===== src/rtl/axi_stream_hdr_pkg.sv =====
// Shared types and helpers for the AXI-Stream header inserter.
// Holds the FSM state encoding and the MSB-aligned byte-enable mask builder.
package axi_stream_hdr_pkg;

    typedef enum logic [1:0] {
        IDLE  = 2'd0,
        DATA  = 2'd1,
        FLUSH = 2'd2
    } state_t;

    localparam int unsigned MAX_BYTES = 64;

    // Sets the top `count` of the low `width` bits; callers truncate to their keep width.
    function automatic logic [MAX_BYTES-1:0] mask(input int unsigned count, input int unsigned width);
        logic [MAX_BYTES-1:0] m;
        m = '0;
        for (int unsigned i = 0; i < MAX_BYTES; i++) begin
            if ((i < width) && ((i + count) >= width)) begin
                m[i] = 1'b1;
            end
        end
        return m;
    endfunction

endpackage


===== src/rtl/axis_pipe_reg.sv =====
// Single-entry AXI-Stream output register with a load enable.
// Holds its contents while valid_out && !ready_out; clears when drained.
module axis_pipe_reg #(
    parameter int unsigned DATA_WD      = 32,
    parameter int unsigned DATA_BYTE_WD = DATA_WD / 8
) (
    input  logic                    clk,
    input  logic                    rst,
    input  logic                    load,
    input  logic [DATA_WD-1:0]      data_i,
    input  logic [DATA_BYTE_WD-1:0] keep_i,
    input  logic                    last_i,
    input  logic                    ready_out,
    output logic                    valid_out,
    output logic [DATA_WD-1:0]      data_out,
    output logic [DATA_BYTE_WD-1:0] keep_out,
    output logic                    last_out
);

    logic                    valid_q, valid_d;
    logic [DATA_WD-1:0]      data_q, data_d;
    logic [DATA_BYTE_WD-1:0] keep_q, keep_d;
    logic                    last_q, last_d;

    always_comb begin
        valid_d = valid_q;
        data_d  = data_q;
        keep_d  = keep_q;
        last_d  = last_q;
        if (load) begin
            valid_d = 1'b1;
            data_d  = data_i;
            keep_d  = keep_i;
            last_d  = last_i;
        end else if (ready_out) begin
            valid_d = 1'b0;
            data_d  = '0;
            keep_d  = '0;
            last_d  = 1'b0;
        end
    end

    always_ff @(posedge clk or posedge rst) begin
        if (rst) begin
            valid_q <= 1'b0;
            data_q  <= '0;
            keep_q  <= '0;
            last_q  <= 1'b0;
        end else begin
            valid_q <= valid_d;
            data_q  <= data_d;
            keep_q  <= keep_d;
            last_q  <= last_d;
        end
    end

    assign valid_out = valid_q;
    assign data_out  = data_q;
    assign keep_out  = keep_q;
    assign last_out  = last_q;

endmodule


===== src/rtl/axi_stream_insert_header_pkt.sv =====
// Prepends an n-byte header to each AXI-Stream packet, realigning payload bytes
// through a residual register; an overflow byte group is emitted as a FLUSH beat.
module axi_stream_insert_header_pkt
    import axi_stream_hdr_pkg::*;
#(
    parameter int unsigned DATA_WD      = 32,
    parameter int unsigned DATA_BYTE_WD = DATA_WD / 8,
    parameter int unsigned BYTE_CNT_WD  = $clog2(DATA_BYTE_WD + 1)
) (
    input  logic                    clk,
    input  logic                    rst,
    input  logic                    valid_in,
    input  logic [DATA_WD-1:0]      data_in,
    input  logic [DATA_BYTE_WD-1:0] keep_in,
    input  logic                    last_in,
    output logic                    ready_in,
    output logic                    valid_out,
    output logic [DATA_WD-1:0]      data_out,
    output logic [DATA_BYTE_WD-1:0] keep_out,
    output logic                    last_out,
    input  logic                    ready_out,
    input  logic                    valid_insert,
    input  logic [DATA_WD-1:0]      data_insert,
    input  logic [BYTE_CNT_WD-1:0]  byte_insert_cnt,
    output logic                    ready_insert
);

    state_t                  state_q, state_d;
    logic [DATA_WD-1:0]      res_q, res_d;
    logic [BYTE_CNT_WD-1:0]  n_q, n_d;
    logic [BYTE_CNT_WD-1:0]  fcnt_q, fcnt_d;

    logic                    can_load;
    logic                    load;
    logic [DATA_WD-1:0]      beat;
    logic [DATA_WD-1:0]      beat_masked;
    logic [DATA_BYTE_WD-1:0] keep_n;
    logic                    last_n;
    logic [BYTE_CNT_WD-1:0]  hdr_cnt;
    logic [2*DATA_WD-1:0]    data_shift;
    logic [2*DATA_WD-1:0]    flush_shift;
    int unsigned             m_i;
    int unsigned             tot_i;

    assign can_load     = !valid_out || ready_out;
    assign ready_in     = (state_q == DATA) && can_load;
    assign ready_insert = (state_q == IDLE) && !rst;
    assign hdr_cnt      = (32'(byte_insert_cnt) > DATA_BYTE_WD) ? BYTE_CNT_WD'(DATA_BYTE_WD)
                                                                 : byte_insert_cnt;

    // Shifting {residual, next} right by n bytes yields residual low n bytes on the MSB side.
    assign data_shift  = {res_q, data_in} >> {n_q, 3'b000};
    assign flush_shift = {res_q, {DATA_WD{1'b0}}} >> {n_q, 3'b000};

    always_comb begin
        state_d = state_q;
        res_d   = res_q;
        n_d     = n_q;
        fcnt_d  = fcnt_q;
        load    = 1'b0;
        beat    = '0;
        keep_n  = '0;
        last_n  = 1'b0;
        m_i     = 32'($countones(keep_in));
        tot_i   = m_i + 32'(n_q);
        case (state_q)
            IDLE: begin
                if (valid_insert && ready_insert) begin
                    res_d   = data_insert;
                    n_d     = hdr_cnt;
                    state_d = DATA;
                end
            end
            DATA: begin
                if (valid_in && ready_in) begin
                    load  = 1'b1;
                    beat  = data_shift[DATA_WD-1:0];
                    res_d = data_in;
                    if (!last_in) begin
                        keep_n = '1;
                    end else if (tot_i <= DATA_BYTE_WD) begin
                        keep_n  = DATA_BYTE_WD'(mask(tot_i, DATA_BYTE_WD));
                        last_n  = 1'b1;
                        state_d = IDLE;
                    end else begin
                        keep_n  = '1;
                        fcnt_d  = BYTE_CNT_WD'(tot_i - DATA_BYTE_WD);
                        state_d = FLUSH;
                    end
                end
            end
            FLUSH: begin
                if (can_load) begin
                    load    = 1'b1;
                    beat    = flush_shift[DATA_WD-1:0];
                    keep_n  = DATA_BYTE_WD'(mask(32'(fcnt_q), DATA_BYTE_WD));
                    last_n  = 1'b1;
                    state_d = IDLE;
                end
            end
            default: state_d = IDLE;
        endcase
    end

    always_comb begin
        beat_masked = '0;
        for (int unsigned b = 0; b < DATA_BYTE_WD; b++) begin
            if (keep_n[b]) begin
                beat_masked[8*b +: 8] = beat[8*b +: 8];
            end
        end
    end

    always_ff @(posedge clk or posedge rst) begin
        if (rst) begin
            state_q <= IDLE;
            res_q   <= '0;
            n_q     <= '0;
            fcnt_q  <= '0;
        end else begin
            state_q <= state_d;
            res_q   <= res_d;
            n_q     <= n_d;
            fcnt_q  <= fcnt_d;
        end
    end

    axis_pipe_reg #(
        .DATA_WD      (DATA_WD),
        .DATA_BYTE_WD (DATA_BYTE_WD)
    ) u_out_reg (
        .clk       (clk),
        .rst       (rst),
        .load      (load),
        .data_i    (beat_masked),
        .keep_i    (keep_n),
        .last_i    (last_n),
        .ready_out (ready_out),
        .valid_out (valid_out),
        .data_out  (data_out),
        .keep_out  (keep_out),
        .last_out  (last_out)
    );

endmodule


===== config.mk =====
export PLATFORM = sky130hd
export DESIGN_NAME = axi_stream_insert_header_pkt
export DESIGN_NICKNAME = d
export VERILOG_FILES = /design/src/rtl/axi_stream_hdr_pkg.sv /design/src/rtl/axis_pipe_reg.sv /design/src/rtl/axi_stream_insert_header_pkt.sv
export SDC_FILE = /design/constraint.sdc
export NUM_CORES = 1
export LEC_CHECK = 0
export CAP_MARGIN = 25
export CELL_PAD_IN_SITES_DETAIL_PLACEMENT = 0
export CELL_PAD_IN_SITES_GLOBAL_PLACEMENT = 1
export CORE_ASPECT_RATIO = 2
export CORE_MARGIN = 2
export CORE_UTILIZATION = 40
export CTS_BUF_LIST = sky130_fd_sc_hd__clkbuf_16
export CTS_CLUSTER_DIAMETER = 150
export DETAILED_ROUTE_END_ITERATION = 7
export PLACE_DENSITY = 0.87
export SYNTH_ARGS = -nofsm -noshare
export SYNTH_HDL_FRONTEND = slang
export SYNTH_HIERARCHICAL = 1
export SYNTH_SLANG_ARGS = --single-unit

===== constraint.sdc =====
create_clock -name clk -period 6.9 [get_ports clk]
set_input_delay 1.035 -clock clk [delete_from_list [all_inputs] [get_ports clk]]
set_output_delay 1.035 -clock clk [all_outputs]
set_load 0.03 [all_outputs]

==> results of run 1 <==
-- stage by stage --
stage / total power [mW] / hold WS (ns) / cells
floorplan: 2.04 / 0.482 / 579
global placement: 2.48 / 0.493 / 852
detailed placement: 2.50 / 0.484 / 852
CTS: 2.96 / 0.502 / 868
global route: 3.14 / 0.527 / 869
finish: 2.98 / 0.499 / 869
-- state kept, by name, indices dropped and copies added (netlist names) --
signal and count:
res_q 32, u_out_reg/data_out 32, u_out_reg/keep_out 4, fcnt_q 3, n_q 3, state_q 2, u_out_reg/last_out 1, u_out_reg/valid_out 1
-- critical path: stages --
cell	delay [ns]
clkdlybuf4s50_1	0.43
fa_1	0.55
inv_1	0.05
fa_1	0.38
inv_1	0.08
fa_1	0.51
ha_1	0.26
or3_1	0.40
o31ai_4	0.40
a211oi_1	0.16
a22o_1	0.26
-- final timing paths --
path                                                    start                            endpoint  slack [ns]  depth (start not counted)
hold reg to reg            u_out_reg/data_out[28]$_DFFE_PP0P_  u_out_reg/data_out[28]$_DFFE_PP0P_        0.50                          1
max in group asynchronous                                 rst                  n_q[0]$_DFFE_PP0P_        5.13                          3
setup / recovery                                   keep_in[0]  u_out_reg/data_out[30]$_DFFE_PP0P_        2.61                         11
min in group asynchronous                                 rst              state_q[0]$_DFFE_PP0P_        1.00                          2
hold / removal             u_out_reg/data_out[28]$_DFFE_PP0P_  u_out_reg/data_out[28]$_DFFE_PP0P_        0.50                          1
setup reg to reg                           n_q[0]$_DFFE_PP0P_  u_out_reg/data_out[30]$_DFFE_PP0P_        2.74                         10
-- power breakdown --
group | leakage, nW | internal (mW) | switching [mW]
clock network | 0.136 | 0.248 | 0.209
logic | 1.66 | 0.757 | 1.03
registers | 1.00 | 0.598 | 0.136
total | 2.80 | 1.60 | 1.37
-- cells by family after synthesis --
group	Yosys count
XOR/XNOR	1
buffers and inverters	71
AND/OR/NAND/NOR	145
adder cells (fa/ha/maj)	9
multiplexers	125
flip-flops	78
AO/OA/AOI/OAI	150
-- routing by layer --
layer  wire, µm  track usage  vias to the layer above
met2       9330        0.402                      235
met3        997       0.0333                       39
met5          0            0                        -
met1       6980        0.289                     2435
met4        985        0.119                        0
li1           -            -                     2321
-- cell type report --
class,instances,area share
Multi-Input combinational cell,430,0.474
Sequential cell,78,0.268
Tap cell,192,0.0330
Clock inverter,7,0.00772
Clock buffer,9,0.0309
Timing Repair Buffer,128,0.174
Inverter,25,0.0129
-- cell usage in the layout, fill, tap and decap left out, drive strengths merged, types with 2 or more instances in the layout --
cell           count
a222oi             3
nor2               8
o21ai             38
and4               2
or3                2
dfrtp             78
a22oi              8
mux2              72
a32oi              8
a21o               2
nand2             66
nor4               8
nand2b            31
a211oi            17
o31a               2
clkinv             5
o22ai              4
clkdlybuf4s50    116
o2bb2ai           11
mux2i             53
fa                 3
clkbuf            10
a21oi             13
inv               26
ha                 6
buf               11
a22o              19
nand3              2
nor3               7
a221oi            13
nor2b             15
o41ai              8
==> impl_results.md, run 1 <==
* Post-route DRC at 0
* Max VDD drop at 0.213 mV
* Initial antenna violation count at 0
* Fin crit share at 0.622
* Yosys reg bits at 78
* Top cells by area, synth: dfrtp_1 34%, mux2_2 14%, mux2i_1 9.2%
* Clock H-tree levels at 3
* Most common cell in the netlist: dfrtp_1
* Hold-fix buffers at CTS at 0
* N_diodes at 0
* Clock skew at 0.00710 ns
* Final setup violation count at 0
* Commonest cells post-synth: 78 x dfrtp_1, 69 x mux2_2, 53 x mux2i_1
* Register area share after synthesis at 0.340
* Root buffer cell: clkbuf_16
* Largest family of logic cells by synthesized area: multiplexers
* GPL Wtd Cong at 0.966
* Synthesized Nets at 665
* Die area at 0.0154 mm²
* Filler cells at 1287
* Fmax at 233 MHz
* Fin Setup TNS at 0 ns
* Outcome: finished clean
* Synth Area in Simple Gates at 0.141
* Synthesis-to-layout area growth at 26.9%
* Tightest Hold Check Type: flop to flop
* Final WL at 18300 µm
* Worst setup margin at 2.61 ns
* Post-synth EDFFs at 0
* Largest net degree at the start of global routing at 75
* All-Layer GR Usage at 0.239
* CP Max Fanout at 9
* Antenna Nets Post-Route at 0
* Via count at 5030
* Yosys top cell area share at 0.340
* CTS Buf Count at 9
* Synth Area in Compound Gates at 0.198
* CTS Sinks at 78
* CP endpoint kind: flop
* Crit Path Class: primary input to flop
* Die width at 88.7 µm
* Worst-path clk slew at 0.06 ns
* Leak at 2.80 nW
* Req. time, crit path at 7.13 ns
* Unrepaired setup endpoints after global routing: false
* DR iter-0 viols at 377
* Area of the mapped netlist at 0.00574 mm²
* Data arrival, critical path at 4.52 ns
* Pwr Density at 408 mW/mm²
* Synth cell types at 55
* Cell area after layout at 0.00729 mm²
* Post-Route Utilization at 0.514
* Footprint of the multi-input gates at 0.00345 mm²
* Clock Latency Late Sink at 0.34 ns
* Max clock buf depth at 2
* CTS tree: done
* Worst-case headroom to the max-slew limit at 0.293
* Global-route wire length before repair at 28100 µm
* Setup WS pre-CTS at 2.25 ns
* Port Buffers at 116
* Grt total ovfl at 0
* Pre-antenna DRT Iters at 5
* Core Box Area at 0.0142 mm²
* FFs w/ async S/R, synth at 1.00
* Slew Viols, Final at 0
* Placed instance area at 0.00698 mm²
* Synth warn at 6
* Layout net count at 758
* Routed WL per cell at 21.1 µm
* # IOs at 117
* Vias in the first global route at 5045
* Adder-cell share of the synthesized area at 0.0235
* Layout cell share with drive strength beyond 1 at 0.211
* Yosys top cell by area: dfrtp_1
* Starting Density at 0.405
* Cell Rows at 62
* Max-Cap Viols at 0
* Syn avg cell area at 9.92 µm²
* Proportion of synthesized area in mux cells at 0.234
* Drt via density at 5.79
* Die H at 173 µm
* Setup repair bufs after CTS at 0
* Critical path startpoint category: primary input
* Xor-xnor portion of the synthesized cell area at 0.00283
* Most used DFF post-synth: dfrtp_1
* DP Wirelength at 13300 µm
* Post-CTS Resized at 0
* FF+latch area at 0.00195 mm²
* Cells after synthesis at 579
* Fin. Hold Viols at 0
* Final min period at 4.29 ns
* Worst Tran Pin Value at 1.06 ns
Power figures use the tool's default switching activity.
==> run 2: changes to the inputs <==
--- a/config.mk
+++ b/config.mk
@@ -10,11 +10,11 @@
 export CELL_PAD_IN_SITES_GLOBAL_PLACEMENT = 1
 export CORE_ASPECT_RATIO = 2
 export CORE_MARGIN = 2
-export CORE_UTILIZATION = 40
+export CORE_UTILIZATION = 36
 export CTS_BUF_LIST = sky130_fd_sc_hd__clkbuf_16
 export CTS_CLUSTER_DIAMETER = 150
 export DETAILED_ROUTE_END_ITERATION = 7
-export PLACE_DENSITY = 0.87
+export PLACE_DENSITY = 0.83
 export SYNTH_ARGS = -nofsm -noshare
 export SYNTH_HDL_FRONTEND = slang
 export SYNTH_HIERARCHICAL = 1
==> constraint.sdc (replaced) <==
create_clock -name clk -period 3.7 [get_ports clk]
set_input_delay 0.555 -clock clk [delete_from_list [all_inputs] [get_ports clk]]
set_output_delay 0.555 -clock clk [all_outputs]
set_load 0.03 [all_outputs]
==> impl_results.md, run 2 (synthesis results as in run 1) <==
* Outcome: finished clean
* WHS Path Cells at 1
* R2R Setup Slk at 0.71 ns
* Routed length on met2 at 9750 µm
* Global-route wire length before repair at 28400 µm
* Vias in the first global route at 5173
* Pre-antenna DRT Iters at 5
* Synthesis-to-layout area growth at 29.6%
* Worst r2r src: n_q[0]$_DFFE_PP0P_
* CP Max Fanout at 9
* Initial antenna violation count at 0
* Post-route DRC at 0
* Tightest Hold Check Type: flop to flop
* Clock Latency Late Sink at 0.34 ns
* Clock H-tree levels at 3
* Leak at 2.87 nW
* Core Box Area at 0.0157 mm²
* Drt via density at 5.68
* CTS tree: done
* Overall power at 5.70 mW
* Fmax at 277 MHz
* Filler cells at 1480
* Critical Path, Cell by Cell: clkdlybuf4s50_1 > fa_1 > inv_1 > fa_2 > inv_2 > fa_2 > buf_4 > or3_1 > o31ai_4 > a211oi_1 > a22o_1
* Layout net count at 771
* CTS Sinks at 78
* Die width at 93.3 µm
* Buffers & Inverters on Critical Path at 4
* Slew Viols, Final at 0
* Delay-heaviest family, CP: adder cells
* Hold path start: u_out_reg/valid_out$_DFFE_PP0P_
* Via count at 5064
* Commonest cells after routing, fill and taps aside: 115 x clkdlybuf4s50_1, 77 x dfrtp_1, 69 x mux2_2, 53 x mux2i_1, 46 x nand2_1
* Antenna Nets Post-Route at 0
* Cells after DPL at 874
* Die H at 183 µm
* Met1 wire length at 6800 µm
* Sw frac at 0.449
* Crit Path Class: primary input to flop
* # IOs at 117
* Max-Cap Viols at 0
* Pwr Density at 766 mW/mm²
* R2r worst-path depth at 10
* GPL Wtd Cong at 0.927
* Gate power share at 0.615
* Top Layer Used: met4
* Critical path's slowest cell: fa_1
* Pint at 3.14 mW
* Worst Tran Pin Value at 1.00 ns
* Data arrival, critical path at 3.84 ns
* Non-Filler Instances at 891
* Port Buffers at 116
* Sw Pwr at 2.56 mW
* Critical path startpoint category: primary input
* Max VDD drop at 0.313 mV
* Clock skew at 0.00762 ns
* Grt total ovfl at 0
* Final setup violation count at 0
* Die area at 0.0170 mm²
* Layout cell share with drive strength beyond 1 at 0.232
* Met3 wire length at 757 µm
* Clock Power Share at 0.142
* DR iter-0 viols at 371
* Worst-path clk slew at 0.06 ns
* All-Layer GR Usage at 0.213
* Worst r2r dst: u_out_reg/data_out[30]$_DFFE_PP0P_
* Fin. Hold Viols at 0
* Hold endpoint: u_out_reg/valid_out$_DFFE_PP0P_
* Final min period at 3.61 ns
* Starting Density at 0.366
* Final WL at 17900 µm
* Req. time, crit path at 3.93 ns
* CP endpoint kind: flop
* Fin crit share at 0.976
* Root buffer cell: clkbuf_16
* Worst-case headroom to the max-slew limit at 0.332
* Fin Hold WS at 0.494 ns
* Register share of total power at 0.243
* Worst path max stage delay at 0.53 ns
* N_diodes at 0
* Cell Rows at 65
* DP Wirelength at 13600 µm
* CTS Buf Count at 9
* Most common cell after layout, fill and taps aside: clkdlybuf4s50_1
* Max clock buf depth at 2
* Largest net degree at the start of global routing at 74
* Routed WL per cell at 20.0 µm
* Cell mode on critical path: fa_2
[run 2: worst max-delay path by stage]
| stage | cells after the start | end | slack, ns | startpoint |
|---|---|---|---|---|
| floorplan | 12 | u_out_reg/keep_out[2]$_DFFE_PP0P_ | 0.18 | keep_in[0] |
| global placement | 13 | u_out_reg/keep_out[2]$_DFFE_PP0P_ | -0.28 | keep_in[0] |
| detailed placement | 11 | u_out_reg/data_out[30]$_DFFE_PP0P_ | -0.32 | keep_in[0] |
| CTS | 13 | u_out_reg/keep_out[2]$_DFFE_PP0P_ | 0.04 | keep_in[0] |
| global route | 15 | u_out_reg/keep_out[2]$_DFFE_PP0P_ | -0.02 | keep_in[0] |
| finish | 11 | u_out_reg/data_out[30]$_DFFE_PP0P_ | 0.09 | keep_in[0] |
[run 2: what timing repair did]
action | CTS | global route
setup buffers | 0 | 1
resized for setup | 0 | 9
hold buffers | 0 | 0
endpoints found under the setup margin | 0 | 24
[run 2: power groups by stage]
stage          Sequential [mW]  Clock, mW  Combinational [mW]
5_1_grt                   1.41      0.860                3.74
6_report                  1.39      0.810                3.50
3_5_place_dp              1.39          0                3.38
2_1_floorplan             1.34          0                2.47
4_1_cts                   1.37      0.825                3.38
3_3_place_gp              1.37          0                3.29
[run 2: stage by stage]
stage / area [µm²] / utilization / setup WS [ns] / TNS [ns]
global placement: 7130 / 0.454 / -0.278 / -5.33
global route: 7440 / 0.474 / -0.0183 / -0.0183
detailed placement: 7130 / 0.454 / -0.316 / -6.30
finish: 7440 / 0.474 / 0.0889 / 0
CTS: 7390 / 0.471 / 0.0365 / 0
floorplan: 5740 / - / 0.182 / 0
[run 2: metal layers]
metal,global-route usage,vias up
met5,0,-
met4,0.0794,0
met3,0.0244,37
met2,0.384,198
met1,0.256,2471
li1,-,2358
[run 2: final cells by class]
cell class,count,area [µm²],share of cell area
multi-input cells,430,3490,0.469
flip-flops and latches,78,1950,0.262
repair buffers,141,1380,0.186
well taps,201,251,0.0338
clock buffers,9,225,0.0303
inverters,25,93.8,0.0126
clock inverters,7,40.0,0.00538
==> run 3: changes to the inputs <==
--- a/config.mk
+++ b/config.mk
@@ -5,6 +5,7 @@
 export SDC_FILE = /design/constraint.sdc
 export NUM_CORES = 1
 export LEC_CHECK = 0
+export ABC_CLOCK_PERIOD_IN_PS = 3700
 export CAP_MARGIN = 25
 export CELL_PAD_IN_SITES_DETAIL_PLACEMENT = 0
 export CELL_PAD_IN_SITES_GLOBAL_PLACEMENT = 1
@@ -14,6 +15,7 @@
 export CTS_BUF_LIST = sky130_fd_sc_hd__clkbuf_16
 export CTS_CLUSTER_DIAMETER = 150
 export DETAILED_ROUTE_END_ITERATION = 7
+export HOLD_SLACK_MARGIN = 0.02
 export PLACE_DENSITY = 0.83
 export SYNTH_ARGS = -nofsm -noshare
 export SYNTH_HDL_FRONTEND = slang
==> results of run 3 <==
The final DEF is identical to that of run 2; final timing and power are the same.
